**config.mk**
```make
export PLATFORM = sky130hd
export DESIGN_NAME = slot_reel_sequencer
export DESIGN_NICKNAME = d
export VERILOG_FILES = /design/src/rtl/slot_pkg.sv /design/src/rtl/slot_edge_det.sv /design/src/rtl/slot_reel_sequencer.sv
export SDC_FILE = /design/constraint.sdc
export NUM_CORES = 1
export LEC_CHECK = 0
export ABC_AREA = 1
export BUFFER_PORTS_ARGS = -buffer_cell sky130_fd_sc_hd__buf_2
export CORE_ASPECT_RATIO = 0.9
export CORE_MARGIN = 4
export CORE_UTILIZATION = 35
export CTS_CLUSTER_SIZE = 30
export DETAILED_ROUTE_END_ITERATION = 8
export GPL_TIMING_DRIVEN = 0
export PLACE_DENSITY_LB_ADDON = 0.1
export SYNTH_ARGS = -nofsm -noshare
export SYNTH_HDL_FRONTEND = slang
export SYNTH_SLANG_ARGS = --single-unit
```
**constraint.sdc**
```tcl
create_clock -name clk -period 1.8 [get_ports clk]
set_input_delay 0.09 -clock clk [delete_from_list [all_inputs] [get_ports clk]]
set_output_delay 0.09 -clock clk [all_outputs]
set_load 0.05 [all_outputs]
```
**src/rtl/slot_pkg.sv**
```systemverilog
// Shared definitions for the slot reel sequencer: state encoding and default reel geometry.
package slot_pkg;

    typedef enum logic [2:0] {
        IDLE   = 3'd0,
        SPIN3  = 3'd1,
        SPIN2  = 3'd2,
        SPIN1  = 3'd3,
        RESULT = 3'd4
    } state_t;

    localparam int DEF_NUM_SYMBOLS = 10;
    localparam int DEF_SYM_W       = 4;

endpackage

```
**src/rtl/slot_edge_det.sv**
```systemverilog
// Rising-edge detector for a level input: registers the level once and
// emits a one-cycle pulse the cycle after a sampled rise.
module slot_edge_det (
    input  logic clk,
    input  logic rst,
    input  logic lvl,
    output logic pulse
);

    logic lvl_p0;
    logic lvl_p1;

    always_ff @(posedge clk) begin
        if (rst) begin
            lvl_p0 <= 1'b0;
            lvl_p1 <= 1'b0;
        end else begin
            lvl_p0 <= lvl;
            lvl_p1 <= lvl_p0;
        end
    end

    assign pulse = lvl_p0 & ~lvl_p1;

endmodule

```
**src/rtl/slot_reel_sequencer.sv**
```systemverilog
// Three-reel slot sequencer: spin/stop FSM, reel advance, scoring and win blink.
// Optional automatic stop on the 1 Hz timebase is enabled by defining SLOT_AUTO_STOP_EN.
module slot_reel_sequencer
    import slot_pkg::*;
#(
    parameter int NUM_SYMBOLS     = DEF_NUM_SYMBOLS,
    parameter int SYM_W           = DEF_SYM_W,
    parameter int AUTO_STOP_TICKS = 5
) (
    input  logic             clk,
    input  logic             rst,
    input  logic             tick_fast,
    input  logic             tick_onehz,
    input  logic             tick_blink,
    input  logic             btn_spin,
    input  logic             btn_stop,
    output logic [SYM_W-1:0] reel0,
    output logic [SYM_W-1:0] reel1,
    output logic [SYM_W-1:0] reel2,
    output logic             busy,
    output logic             jackpot,
    output logic             pair,
    output logic             blink_on
);

    state_t           state;
    state_t           state_next;
    logic [SYM_W-1:0] reel_q [3];
    logic             fast_pulse;
    logic             onehz_pulse;
    logic             blink_pulse;
    logic             spin_pulse;
    logic             stop_pulse;
    logic             stop_eff;
    logic [2:0]       spinning;
    logic [2:0]       freezing;
    logic [2:0]       advance;
    logic             start_spin;
    logic             to_result;
    logic             score_jackpot;
    logic             score_pair;

    // Modular add with the sum kept one bit wider so the wrap compare cannot overflow.
    function automatic logic [SYM_W-1:0] wrap_add(input logic [SYM_W-1:0] sym,
                                                  input logic [SYM_W-1:0] inc);
        logic [SYM_W:0] sum;
        sum = {1'b0, sym} + {1'b0, inc};
        if (sum >= (SYM_W+1)'(NUM_SYMBOLS))
            sum = sum - (SYM_W+1)'(NUM_SYMBOLS);
        return sum[SYM_W-1:0];
    endfunction

    slot_edge_det u_ed_fast  (.clk(clk), .rst(rst), .lvl(tick_fast),  .pulse(fast_pulse));
    slot_edge_det u_ed_onehz (.clk(clk), .rst(rst), .lvl(tick_onehz), .pulse(onehz_pulse));
    slot_edge_det u_ed_blink (.clk(clk), .rst(rst), .lvl(tick_blink), .pulse(blink_pulse));
    slot_edge_det u_ed_spin  (.clk(clk), .rst(rst), .lvl(btn_spin),   .pulse(spin_pulse));
    slot_edge_det u_ed_stop  (.clk(clk), .rst(rst), .lvl(btn_stop),   .pulse(stop_pulse));

`ifdef SLOT_AUTO_STOP_EN
    localparam int CNT_W = $clog2(AUTO_STOP_TICKS + 1);

    logic [CNT_W-1:0] auto_cnt;
    logic             auto_stop;

    // The tick that would bring the count to AUTO_STOP_TICKS acts as the stop itself.
    assign auto_stop = onehz_pulse && (|spinning) && (auto_cnt == CNT_W'(AUTO_STOP_TICKS - 1));
    assign stop_eff  = stop_pulse | auto_stop;

    always_ff @(posedge clk) begin
        if (rst)
            auto_cnt <= '0;
        else if (state_next != state)
            auto_cnt <= '0;
        else if (onehz_pulse && (|spinning))
            auto_cnt <= auto_cnt + 1'b1;
    end
`else
    logic unused_onehz;

    assign unused_onehz = onehz_pulse & (AUTO_STOP_TICKS > 0);
    assign stop_eff     = stop_pulse;
`endif

    // Spinning mask and the reel a stop would freeze depend on state only.
    always_comb begin
        spinning = 3'b000;
        freezing = 3'b000;
        case (state)
            SPIN3:   begin spinning = 3'b111; freezing = 3'b001; end
            SPIN2:   begin spinning = 3'b110; freezing = 3'b010; end
            SPIN1:   begin spinning = 3'b100; freezing = 3'b100; end
            default: begin spinning = 3'b000; freezing = 3'b000; end
        endcase
    end

    always_comb begin
        state_next = state;
        case (state)
            IDLE, RESULT: if (spin_pulse) state_next = SPIN3;
            SPIN3:        if (stop_eff)   state_next = SPIN2;
            SPIN2:        if (stop_eff)   state_next = SPIN1;
            SPIN1:        if (stop_eff)   state_next = RESULT;
            default:                      state_next = IDLE;
        endcase
    end

    assign start_spin = spin_pulse && ((state == IDLE) || (state == RESULT));
    assign to_result  = (state == SPIN1) && stop_eff;
    assign advance    = spinning & {3{fast_pulse}} & ~({3{stop_eff}} & freezing);

    assign score_jackpot = (reel_q[0] == reel_q[1]) && (reel_q[1] == reel_q[2]);
    assign score_pair    = !score_jackpot &&
                           ((reel_q[0] == reel_q[1]) || (reel_q[1] == reel_q[2]) ||
                            (reel_q[0] == reel_q[2]));

    always_ff @(posedge clk) begin
        if (rst) begin
            state    <= IDLE;
            busy     <= 1'b0;
            jackpot  <= 1'b0;
            pair     <= 1'b0;
            blink_on <= 1'b0;
            for (int i = 0; i < 3; i++)
                reel_q[i] <= '0;
        end else begin
            state <= state_next;
            busy  <= (state_next == SPIN3) || (state_next == SPIN2) || (state_next == SPIN1);
            for (int i = 0; i < 3; i++)
                if (advance[i])
                    reel_q[i] <= wrap_add(reel_q[i], SYM_W'((i + 1) % NUM_SYMBOLS));
            if (start_spin) begin
                jackpot  <= 1'b0;
                pair     <= 1'b0;
                blink_on <= 1'b0;
            end else if (to_result) begin
                jackpot <= score_jackpot;
                pair    <= score_pair;
            end else if ((state == RESULT) && blink_pulse) begin
                blink_on <= (jackpot | pair) ? ~blink_on : 1'b0;
            end
        end
    end

    assign reel0 = reel_q[0];
    assign reel1 = reel_q[1];
    assign reel2 = reel_q[2];

endmodule

```
---- Word level (Yosys, flattened, before mapping) ----
Memories as Yosys holds them, arrays and structs flattened.
Index checks and enable logic that the tools add are counted.
word-level totals
  register bits ........................... 15
  memory bits (writable) .................. 12
  input bits .............................. 7
  logic and storage cells ................. 97
  memories ................................ 1
memory list
  name    words  width  read ports  clocked after memory_dff  write ports  line                       RTL
  reel_q  3      4      3           0                         3            slot_reel_sequencer.sv:28  logic [SYM_W-1:0] reel_q [3];
cells by class
  add/sub/neg operators ................... 6
  order comparisons ....................... 3
  equal/unequal tests ..................... 10
  mux-type cells .......................... 31
  bitwise gates (word level) .............. 18
  reductions and logical operators ........ 15
operators with widths
  cell                                                                number
  2-to-1 mux 4 bit                                                    12
  one-hot mux 3 bit (3 select lines)                                  2
  greater-or-equal comparator 5 x 4 -> 1 bit (second input constant)  3
  == test 3 x 2 -> 1 bit (second input constant)                      4
  == test 4 bit                                                       3
  2-to-1 mux 1 bit                                                    12
  2-to-1 mux 3 bit                                                    4
  one-hot mux 3 bit (4 select lines)                                  1
  subtractor 4 bit (second input constant)                            3
  adder 4 x 2 -> 5 bit (second input constant)                        2
  bitwise AND 3 bit                                                   3
  == test 3 x 1 -> 1 bit (second input constant)                      2
  inverter 1 bit                                                      6
  adder 4 x 1 -> 5 bit (second input constant)                        1
  logical AND 1 bit                                                   5
  logical OR 1 bit                                                    5
  bitwise AND 1 bit                                                   4
  OR 1 bit                                                            4
  OR reduction 2 bit                                                  2
  == test 3 bit (second input constant)                               1
  logical NOT 3 bit                                                   1
  inverter 3 bit                                                      1
  AND reduction 2 bit                                                 1
  logical NOT 1 bit                                                   1

---- Depth between registers and ports, before layout ----
Gate-level depths: netlist of run 1.
  word-level depth ........................ 9
  mapped depth ............................ 9

---- Cells and area by module ----
Synthesis of run 1 repeated with hierarchy kept, for this count alone.
unflattened totals
  cell total of the unflattened synthesis .. 222
  area, all modules ....................... 1596.5 um^2
by module, submodules not included
  module               times used  cells an instance  area an instance (um^2)  seq. area each (um^2)
  slot_reel_sequencer  1           194                1361.3                   470.5
  slot_edge_det        4           7                  58.8                     40.0

---- Worst setup path after synthesis of run 1 ----
Ideal clock, no wire load.
  kind .................................... register to register
  start ................................... memory reel_q[0][8] in the netlist's numbering
  end ..................................... memory reel_q[0][9] in the netlist's numbering (data pin)
  setup time .............................. 0.254 ns
  arrival time ............................ 1.821 ns
  data required time ...................... 1.546 ns
  path slack .............................. -0.274 ns
  stages on the path, launching flop included .. 9
  buffers on the path ..................... 0
  clock period less this slack ............ 2.074 ns
  cells stage by stage .................... edfxtp_1 inv_1 ha_1 xor2_2 ha_1 nand2_1 nand2_2 nand3_1 a21oi_2
RTL lines
  item         line
  from (decl)  slot_reel_sequencer.sv:28

==> impl_metrics.json, run 1 <==
{
  "status": "completed",
  "drc": 0,
  "cts_inserted_buffers": 3,
  "yosysTopAreaCellShare_pct": 21.1,
  "antenna_cells": 0,
  "slew_violations": 0,
  "r2r_slack_ns": 0.06,
  "syn_nets": 230,
  "clockBufferDepth": 2,
  "ant_nets": 0,
  "path_cells": "ha_2, xnor2_2, ha_2, nand2_1, nand2_1, nand2_1, nand2_1, a21oi_1",
  "avgSynthCellArea_sq_um": 7.28,
  "seq_power_share_pct": 49.1,
  "nets": 267,
  "final_util_pct": 46.1,
  "slew_headroom_pct": 62.5,
  "switchingPower_w": 0.000370,
  "max_stage_delay_ns": 0.48,
  "htreeDepth": 1,
  "ys.flop_type": "dfxtp_1",
  "dr.pass1.iters": 4,
  "grt_pass1_wl_mm": 5.62,
  "track_usage_pct": 12.4,
  "ys_seq_area_share_pct": 40.3,
  "cpLargestDelayFamily": "flip-flops",
  "io_buffers": 20,
  "clock_sinks": 26,
  "fin_crit_sh_pct": 96.8,
  "path_max_fanout": 5,
  "clock_latency_ns": 0.27,
  "startpoint": "reel_q[0][1]",
  "hold_violations": 0,
  "post_route_cells_drive_above_1_share_pct": 22.3,
  "ff2ff_path_depth": 8,
  "setup_viol": 0,
  "hpwl_mm": 2.50,
  "hp-start": "rst",
  "start_util_pct": 37.4,
  "max_slew.worst_pin.slew_ns": 0.557,
  "cts_tree": "done",
  "switching_share_pct": 27.6,
  "hold_depth": 2,
  "critPathMostFrequentCell": "nand2_1",
  "pin_count": 23,
  "power.density_nw_per_um2": 695,
  "hp-class": "in2reg",
  "yosysWarnings": 0,
  "synth_cell_type_count": 27,
  "die_y_um": 71.4,
  "num_rows": 22,
  "synth_most_common_cell": "nand2_1",
  "cp_slowest_cell": "edfxtp_1",
  "avgRoutedWirePerCell_um": 10.4,
  "fin_worst_skew_ns": 0.00422,
  "die_w_um": 78.5,
  "fmaxAchievable_mhz": 574,
  "crit_required_ns": 1.83,
  "synthTopCellsByArea": "edfxtp_1 (21%), dfxtp_1 (19%), nand2_1 (14%), inv_1 (9.8%), ha_1 (6.4%)",
  "cts_hold_buffers": 0,
  "combPwrFrac_pct": 19.5,
  "antenna_found_initial": 0,
  "regToRegStartpoint": "reel_q[0][1]",
  "grt_max_degree": 16,
  "hold_path_end": "u_ed_fast.lvl_p1",
  "timing.rr.end": "reel_q[0][3]",
  "synth_edf_count": 11,
  "dieArea_sq_um": 5610,
  "globalplace.congestion": 0.755,
  "core-area_sq_um": 4180,
  "p_leak_nw": 0.941,
  "critPathCaptureType": "register",
  "ir_drop_mv": 0.436,
  "final.min_clock_period_ns": 1.74,
  "cts_root_buf": "clkbuf_8",
  "cp-start-kind": "register",
  "crit_type": "reg2reg",
  "netlist_top_cells_count": "nand2_1 (60), inv_1 (41), nor2_1 (26)",
  "syn_area_sq_um": 1570,
  "synth_cells": 215,
  "routed_via_density": 4.28,
  "finalWirelength_mm": 3.24,
  "clk_pin_slew_worst_paths_ns": 0.09,
  "worst-path-buf-inv": 0,
  "finalSetupTns_ns": 0,
  "critPathArrivalTime_ns": 1.77,
  "p_int_w": 0.000971,
  "multiInputGateArea_sq_um": 779,
  "area_growth_pct": 23.3,
  "grt_pass1_vias": 1223,
  "vias": 1330,
  "n_fill_cell": 455,
  "ys_async_sr_fraction_pct": 0,
  "synth-seq-cells": 26,
  "cap_violations": 0,
  "grt-ovfl-total": 0,
  "synth_top_area_cell": "edfxtp_1",
  "regArea_sq_um": 631,
  "clockPowerShare_pct": 31.4,
  "drt_first_iter_violations": 53
}
[placed cells by master, fill, tap and decap left out]
| cell type | synthesis | final |
|---|---|---|
| o21ai_0 | 5 | 5 |
| ha_4 | 0 | 1 |
| ha_1 | 8 | 4 |
| buf_2 | 0 | 20 |
| xor2_2 | 1 | 1 |
| nand2_1 | 60 | 60 |
| nand3_2 | 1 | 1 |
| conb_1 | 1 | 1 |
| nor3_1 | 3 | 3 |
| nand3_1 | 10 | 10 |
| xor2_1 | 2 | 2 |
| inv_2 | 0 | 2 |
| nor2_4 | 1 | 2 |
| ha_2 | 0 | 3 |
| nor2_2 | 2 | 1 |
| o311ai_0 | 1 | 1 |
| xnor2_2 | 1 | 1 |
| nand3b_1 | 3 | 3 |
| edfxtp_1 | 11 | 11 |
| a21oi_1 | 12 | 12 |
| dfxtp_1 | 15 | 15 |
| buf_4 | 1 | 13 |
| clkbuf_16 | 0 | 1 |
| nand2_2 | 2 | 2 |
| nor2_1 | 26 | 26 |
| clkbuf_8 | 0 | 3 |
| clkbuf_1 | 1 | 1 |
| buf_6 | 2 | 2 |
| xnor2_1 | 1 | 1 |
| o211ai_1 | 1 | 1 |
| o41ai_2 | 0 | 1 |
| inv_1 | 41 | 39 |
| a21oi_2 | 2 | 2 |
[cell type report]
class	instances	share of cell area (%)
clock buffers	4	3.44
multi-input cells	144	40.4
inverters	41	7.98
repair buffers	32	9.86
flip-flops and latches	26	32.7
plain buffers	4	1.75
well taps	60	3.89
[how the worst max path moves through the flow]
stage	cells after the start	to
5_1_grt	8	reel_q[0][1]
2_1_floorplan	8	reel_q[0][1]
3_5_place_dp	8	reel_q[0][3]
3_3_place_gp	8	reel_q[0][3]
4_1_cts	3	reel_q[0][3]
6_report	8	reel_q[0][3]
[through the flow]
step	setup slack (ns)	power, W	std cells	hold WS [ns]	area [sq um]
2_1_floorplan	-0.137	0.000862	215	0.174	1580
3_3_place_gp	-0.00907	0.000915	295	0.289	1760
3_5_place_dp	-0.00671	0.000914	295	0.296	1760
4_1_cts	0.00339	0.00134	301	0.00688	1840
5_1_grt	-0.0165	0.00143	311	0.00171	1930
6_report	0.0570	0.00134	311	0.0143	1930
[routing by layer]
metal | global-route usage (%) | vias up | share of wire (%)
li1 | - | 735 | -
met1 | 18.9 | 579 | 56
met2 | 17.7 | 14 | 40
met3 | 2.76 | 2 | 3.5
met4 | 2.91 | 0 | 0.68
met5 | 0 | - | 0
[flip-flops by register name (all words and copies together) (netlist names)]
register and flops:
u_ed_stop.lvl_p1 1, u_ed_blink.lvl_p1 1, blink_on 1, u_ed_stop.lvl_p0 1, busy 1, state 3, jackpot 1, u_ed_spin.lvl_p1 1
u_ed_spin.lvl_p0 1, u_ed_fast.lvl_p1 1, reel_q 11, u_ed_fast.lvl_p0 1, u_ed_blink.lvl_p0 1, pair 1
[worst register-to-register path: cells and delay by family, from the launching register on]
kind	cells	cell delay, ns
adder cells (fa/ha/maj)	2	0.46
flip-flops	1	0.48
AND/OR/NAND/NOR	4	0.31
AO/OA/AOI/OAI	1	0.05
XOR/XNOR	1	0.21
[power groups by stage]
stage	clock, W	combinational, W	sequential, W
5_1_grt	0.000469	0.000293	0.000663
4_1_cts	0.000434	0.000243	0.000661
6_report	0.000421	0.000261	0.000659
3_3_place_gp	0	0.000239	0.000676
3_5_place_dp	0	0.000238	0.000675
2_1_floorplan	0	0.000145	0.000716
[cells by family (layout without fill, tap and decap cells)]
logic type,Yosys count,count (layout),share of synthesized area (%)
flops,26,26,40.3
other cells,1,1,0.240
xor+xnor,5,5,3.76
buf+inv,45,81,12.0
compound gates,22,22,8.15
fa+ha+maj,8,8,6.40
simple gates,108,108,29.2
[timing repair]
item | CTS | global route
gates cloned | 0 | 0
buffers inserted | 2 | 10
gates resized for setup | 0 | 3
setup endpoints to repair | 3 | 9
(Power assumes the default switching activity.)
==> inputs of run 2 (changes only) <==
==> constraint.sdc (replaced) <==
create_clock -name clk -period 2 [get_ports clk]
set_input_delay 0.1 -clock clk [delete_from_list [all_inputs] [get_ports clk]]
set_output_delay 0.1 -clock clk [all_outputs]
set_load 0.05 [all_outputs]
==> run 2 against run 1 <==
Against the previous run:
- first-iteration DRC count is 28% lower
- count of clock-buffer cells in the layout stayed put
- utilization is 2.6 points lower
- routed wire length is 4.8% lower
- total power is 15% lower
- sequential power is 9.9% lower
- sequential cell count stayed put
- non-clock buffer count is 9 lower
- combinational power is 17% lower
- die area stayed put
- register-to-register slack better by 0.09 ns
- critical path type unchanged
==> impl_metrics.json, run 2 (synthesized netlist as in run 1, its figures left out) <==
{
  "critPathCaptureType": "register",
  "startpoint": "reel_q[0][1]",
  "nets": 258,
  "grt-ovfl-total": 0,
  "regMostFlops": "reel_q",
  "drc": 0,
  "power.density_nw_per_um2": 623,
  "hp-class": "in2reg",
  "top_regs": "reel_q x11, state x3",
  "setup_viol": 0,
  "antenna_cells": 0,
  "finalSetupTns_ns": 0,
  "hold_depth": 2,
  "num_rows": 22,
  "hold_violations": 0,
  "whs_ns": 0.0275,
  "cp-start-kind": "register",
  "start_util_pct": 37.4,
  "rsz0062_at_grt": "no",
  "hp-start": "rst",
  "cts_inserted_buffers": 3,
  "max_stage_delay_ns": 0.52,
  "htreeDepth": 1,
  "ir_drop_mv": 0.402,
  "final.min_clock_period_ns": 1.86,
  "crit_type": "reg2reg",
  "post_route_cells_drive_above_1_share_pct": 17.8,
  "dr.pass1.iters": 4,
  "cts_root_buf": "clkbuf_8",
  "core-area_sq_um": 4180,
  "antenna_found_initial": 0,
  "clock_latency_ns": 0.26,
  "critPathMostFrequentCell": "nand2_1",
  "n_fill_cell": 463,
  "multiInputGateArea_sq_um": 749,
  "track_usage_pct": 12.0,
  "crit_required_ns": 2.02,
  "r2r_slack_ns": 0.14,
  "io_buffers": 20,
  "slew_violations": 0,
  "path_cells": "ha_1, xnor2_2, ha_1, nand2_1, nand2_1, nand2_1, nand2_1, a21oi_1",
  "regToRegStartpoint": "reel_q[0][1]",
  "max_slew.worst_pin.slew_ns": 0.895,
  "worst-path-buf-inv": 0,
  "ant_nets": 0,
  "avgRoutedWirePerCell_um": 10.2,
  "status": "completed",
  "largest_register_ffs": 11,
  "ff2ff_path_depth": 8,
  "p_leak_nw": 0.890,
  "critPathArrivalTime_ns": 1.88,
  "final_cell_mix": "nand2_1 (60), inv_1 (39), nor2_1 (26)",
  "regArea_sq_um": 631,
  "clk_pin_slew_worst_paths_ns": 0.08,
  "grt_max_degree": 15,
  "vias": 1323,
  "clockBufferDepth": 2,
  "die_y_um": 71.4,
  "fin_worst_skew_ns": 0.00227,
  "fin_crit_sh_pct": 92.8,
  "clock_sinks": 26,
  "cts_tree": "done",
  "slew_headroom_pct": 39.6,
  "final_util_pct": 43.5,
  "drt_first_iter_violations": 38,
  "grt_pass1_vias": 1311,
  "path_max_fanout": 6,
  "globalplace.congestion": 0.821,
  "cp_slowest_cell": "edfxtp_1",
  "grt_pass1_wl_mm": 5.58,
  "routed_via_density": 4.38,
  "area_growth_pct": 16.3,
  "hpwl_mm": 2.48,
  "final_common_cell": "nand2_1",
  "cts.repair.resized": 0,
  "dieArea_sq_um": 5610,
  "cap_violations": 0,
  "power_w": 0.00113,
  "crit_cells": 8,
  "pin_count": 23,
  "die_w_um": 78.5,
  "fmaxAchievable_mhz": 539,
  "cpLargestDelayFamily": "flip-flops",
  "finalWirelength_mm": 3.08
}
## run 2: cell types whose count changed in the layout (fill, tap and decap cells not counted)
cell,delta
buf_4,-9
o41ai_1,+1
nor2_2,+1
ha_4,-1
nor2_4,-1
ha_2,-2
ha_1,+3
clkbuf_16,-1
clkbuf_8,+1
o41ai_2,-1
## run 2: final cells by class
| class | instances | area share (%) |
|---|---|---|
| inverters | 41 | 8.45 |
| flip-flops and latches | 26 | 34.6 |
| plain buffers | 4 | 1.86 |
| clock buffers | 4 | 3.02 |
| multi-input cells | 144 | 41.2 |
| repair buffers | 23 | 6.74 |
| well taps | 60 | 4.12 |
## run 2: metrics by stage
step           std cells  area [sq um]  setup slack (ns)
6_report             302          1820             0.144
5_1_grt              302          1820            0.0158
4_1_cts              299          1800            0.0989
3_5_place_dp         295          1740             0.113
3_3_place_gp         295          1740             0.129
2_1_floorplan        215          1570            0.0306
## run 2: timing repair
action | 4_1_cts | 5_1_grt
endpoints found under the setup margin | 0 | 3
buffers inserted | 0 | 3
hold buffers | 0 | 0
## run 2: worst paths after layout
kind                            end
setup / recovery       reel_q[0][3]
hold / removal     u_ed_fast.lvl_p1
setup reg to reg       reel_q[0][3]
hold reg to reg   u_ed_blink.lvl_p1
## run 2: report_power, final
group	internal [W]	switching, W	leakage, nW
Sequential	0.000574	0.0000201	0.237
Clock	0.000175	0.000148	0.0288
Combinational	0.0000696	0.000147	0.624
Total	0.000819	0.000316	0.890
## run 2: layer usage
| metal | wire length, um | GRT usage (%) |
|---|---|---|
| met1 | 1590 | 15.5 |
| met2 | 1380 | 21.0 |
| met3 | 90 | 1.76 |
| met4 | 24 | 2.91 |
| met5 | 0 | 0 |
==> inputs of run 3 (changes only) <==
--- a/config.mk
+++ b/config.mk
@@ -16,4 +16,5 @@
 export PLACE_DENSITY_LB_ADDON = 0.1
 export SYNTH_ARGS = -nofsm -noshare
 export SYNTH_HDL_FRONTEND = slang
+export SYNTH_HIERARCHICAL = 1
 export SYNTH_SLANG_ARGS = --single-unit
==> run 3 against run 2 <==
Against the previous run:
- non-clock buffer count unchanged
- count of clock-buffer cells in the layout did not move
- largest cell class unchanged
- die area up 1.8%
- utilization is 1.8 points lower
- cell area up 1.6%
- synthesized cell count is 3.3% higher
- via count up 2.1%
- first-iteration DRC count increased by 18%
- synthesized area increased by 2.0%
- critical endpoint unchanged
- final cell count is 3.3% higher
==> impl_metrics.json, run 3 <==
{
  "dr.pass1.iters": 4,
  "hp-class": "in2reg",
  "htreeDepth": 1,
  "io_buffers": 20,
  "ys_seq_area_share_pct": 39.5,
  "finalSetupTns_ns": 0,
  "cap_violations": 0,
  "synth-seq-cells": 26,
  "routed.top_layer": "met4",
  "pin_count": 23,
  "core-area_sq_um": 4430,
  "p_leak_nw": 0.914,
  "cts_tree": "done",
  "area_growth_pct": 15.8,
  "synth_top_area_cell": "edfxtp_1",
  "fin_crit_sh_pct": 93.0,
  "cts_inserted_buffers": 3,
  "synth_edf_count": 11,
  "nets": 266,
  "track_usage_pct": 11.7,
  "clock_latency_ns": 0.26,
  "slew_headroom_pct": 56.0,
  "num_rows": 23,
  "final.min_clock_period_ns": 1.86,
  "largest_register_ffs": 11,
  "clock_sinks": 26,
  "antenna_found_initial": 0,
  "clk_pin_slew_worst_paths_ns": 0.08,
  "multiInputGateArea_sq_um": 790,
  "n_fill_cell": 493,
  "yosysTopAreaCellShare_pct": 20.7,
  "finalWirelength_mm": 3.11,
  "hold_violations": 0,
  "fin_worst_skew_ns": 0.00235,
  "final_cell_mix": "nand2_1 (57), nor2_1 (35), inv_1 (33)",
  "routed_via_density": 4.33,
  "die_y_um": 72.1,
  "netlist_top_cells_count": "nand2_1 (57), nor2_1 (35), inv_1 (33)",
  "ant_nets": 0,
  "ys.flop_type": "dfxtp_1",
  "regArea_sq_um": 631,
  "drt_first_iter_violations": 45,
  "wl_met1_mm": 1.58,
  "power.density_nw_per_um2": 598,
  "start_util_pct": 36.0,
  "top_regs": "reel_q x11, state x3",
  "synth_cell_type_count": 26,
  "die_w_um": 79.2,
  "hold_depth": 3,
  "hpwl_mm": 2.45,
  "slew_violations": 0,
  "avgRoutedWirePerCell_um": 9.96,
  "cp-start-kind": "register",
  "wl_met3_um": 121,
  "synth_cells": 222,
  "setup_ws_ns": 0.141,
  "synthTopCellsByArea": "edfxtp_1 (21%), dfxtp_1 (19%), nand2_1 (13%), nor2_1 (8.2%), inv_1 (7.8%)",
  "grt_pass1_vias": 1224,
  "path_max_fanout": 7,
  "cts_root_buf": "clkbuf_8",
  "ff2ff_path_depth": 8,
  "crit_type": "reg2reg",
  "vias": 1351,
  "syn_nets": 237,
  "synth_most_common_cell": "nand2_1",
  "cts.repair.resized": 0,
  "final_common_cell": "nand2_1",
  "dr_wl_met2_mm": 1.39,
  "setup_viol": 0,
  "post_route_cells_drive_above_1_share_pct": 21.6,
  "globalplace.congestion": 0.771,
  "rsz0062_at_grt": "no",
  "syn_area_sq_um": 1600,
  "regMostFlops": "reel_q",
  "critPathCaptureType": "register",
  "grt_max_degree": 15,
  "drc": 0,
  "critPathArrivalTime_ns": 1.88,
  "antenna_cells": 0,
  "clockBufferDepth": 2,
  "max_slew.worst_pin.slew_ns": 0.655,
  "grt-ovfl-total": 0,
  "dp_worst_setup_slack_ns": 0.141,
  "yosysWarnings": 6,
  "ir_drop_mv": 0.315,
  "avgSynthCellArea_sq_um": 7.19,
  "status": "completed",
  "grt_pass1_wl_mm": 5.43,
  "crit_required_ns": 2.02,
  "ys_async_sr_fraction_pct": 0,
  "fmaxAchievable_mhz": 538,
  "dieArea_sq_um": 5710
}
[run 3: cell types whose count changed after synthesis, moves of 2 or more]
cell | previous run | this run
nand2_1 | 60 | 57
inv_2 | 0 | 7
a21oi_1 | 12 | 9
or2_1 | 0 | 2
o21ai_1 | 0 | 5
a21oi_2 | 2 | 4
inv_1 | 41 | 33
xor2_1 | 2 | 0
nor3_1 | 3 | 0
nor2_1 | 26 | 35
nand3b_1 | 3 | 0
nand2_2 | 2 | 5
[run 3: repair_timing]
action | CTS | global route
hold buffers | 0 | 0
setup buffers | 0 | 4
endpoints found under the hold margin | 0 | 0
endpoints found under the setup margin | 0 | 1
[run 3: stage by stage]
stage / area (sq um) / instances / total power (W) / hold slack (ns) / utilization (%)
2_1_floorplan: 1600 / 222 / 0.000778 / 0.169 / -
3_3_place_gp: 1770 / 304 / 0.000828 / 0.300 / 40.0
3_5_place_dp: 1770 / 304 / 0.000827 / 0.305 / 40.0
4_1_cts: 1820 / 308 / 0.00113 / 0.0247 / 41.1
5_1_grt: 1850 / 312 / 0.00119 / 0.0337 / 41.7
6_report: 1850 / 312 / 0.00111 / 0.0341 / 41.7
[run 3: area by class of cell]
class	instances	share of cell area [%]
buffer	3	1.42
clock buffer	4	2.44
inverter	40	8.12
multi-input combinational	153	42.7
sequential	26	34.1
tap	62	4.19
timing repair buffer	24	7.04
[run 3: per-layer routing]
layer  global-route usage, %  vias up
li1                        -      740
met1                    15.9      585
met2                    19.3       24
met3                    1.74        2
met4                    3.44        0
met5                       0        -
[run 3: kinds of logic after synthesis]
logic type / Yosys count / share of synthesized area (%)
xor+xnor: 3 / 2.59
simple gates: 116 / 31.3
buf+inv: 43 / 11.1
other cells: 1 / 0.235
compound gates: 25 / 9.09
fa+ha+maj: 8 / 6.27
flops: 26 / 39.5
[run 3: worst paths after layout]
path / slack (ns) / from / to
min: 0.03 / btn_stop / u_ed_stop/lvl_p0
max: 0.14 / reel_q[0][0] / reel_q[0][3]
max reg2reg: 0.14 / reel_q[0][0] / reel_q[0][3]
min reg2reg: 0.43 / u_ed_stop/lvl_p0 / u_ed_stop/lvl_p1
[run 3: report_power, final]
group	total [W]	internal [W]	switching, W
Sequential	0.000596	0.000574	0.0000216
Combinational	0.000222	0.0000710	0.000151
Clock	0.000288	0.000142	0.000146
[run 3: critical path: stages, from the launching register on]
cell and delay (ns):
edfxtp_1 0.53, ha_1 0.31, xnor2_2 0.21, ha_1 0.21, nand2_1 0.07, nand2_2 0.08, nand2_1 0.07, nand2_1 0.07
a21oi_2 0.05
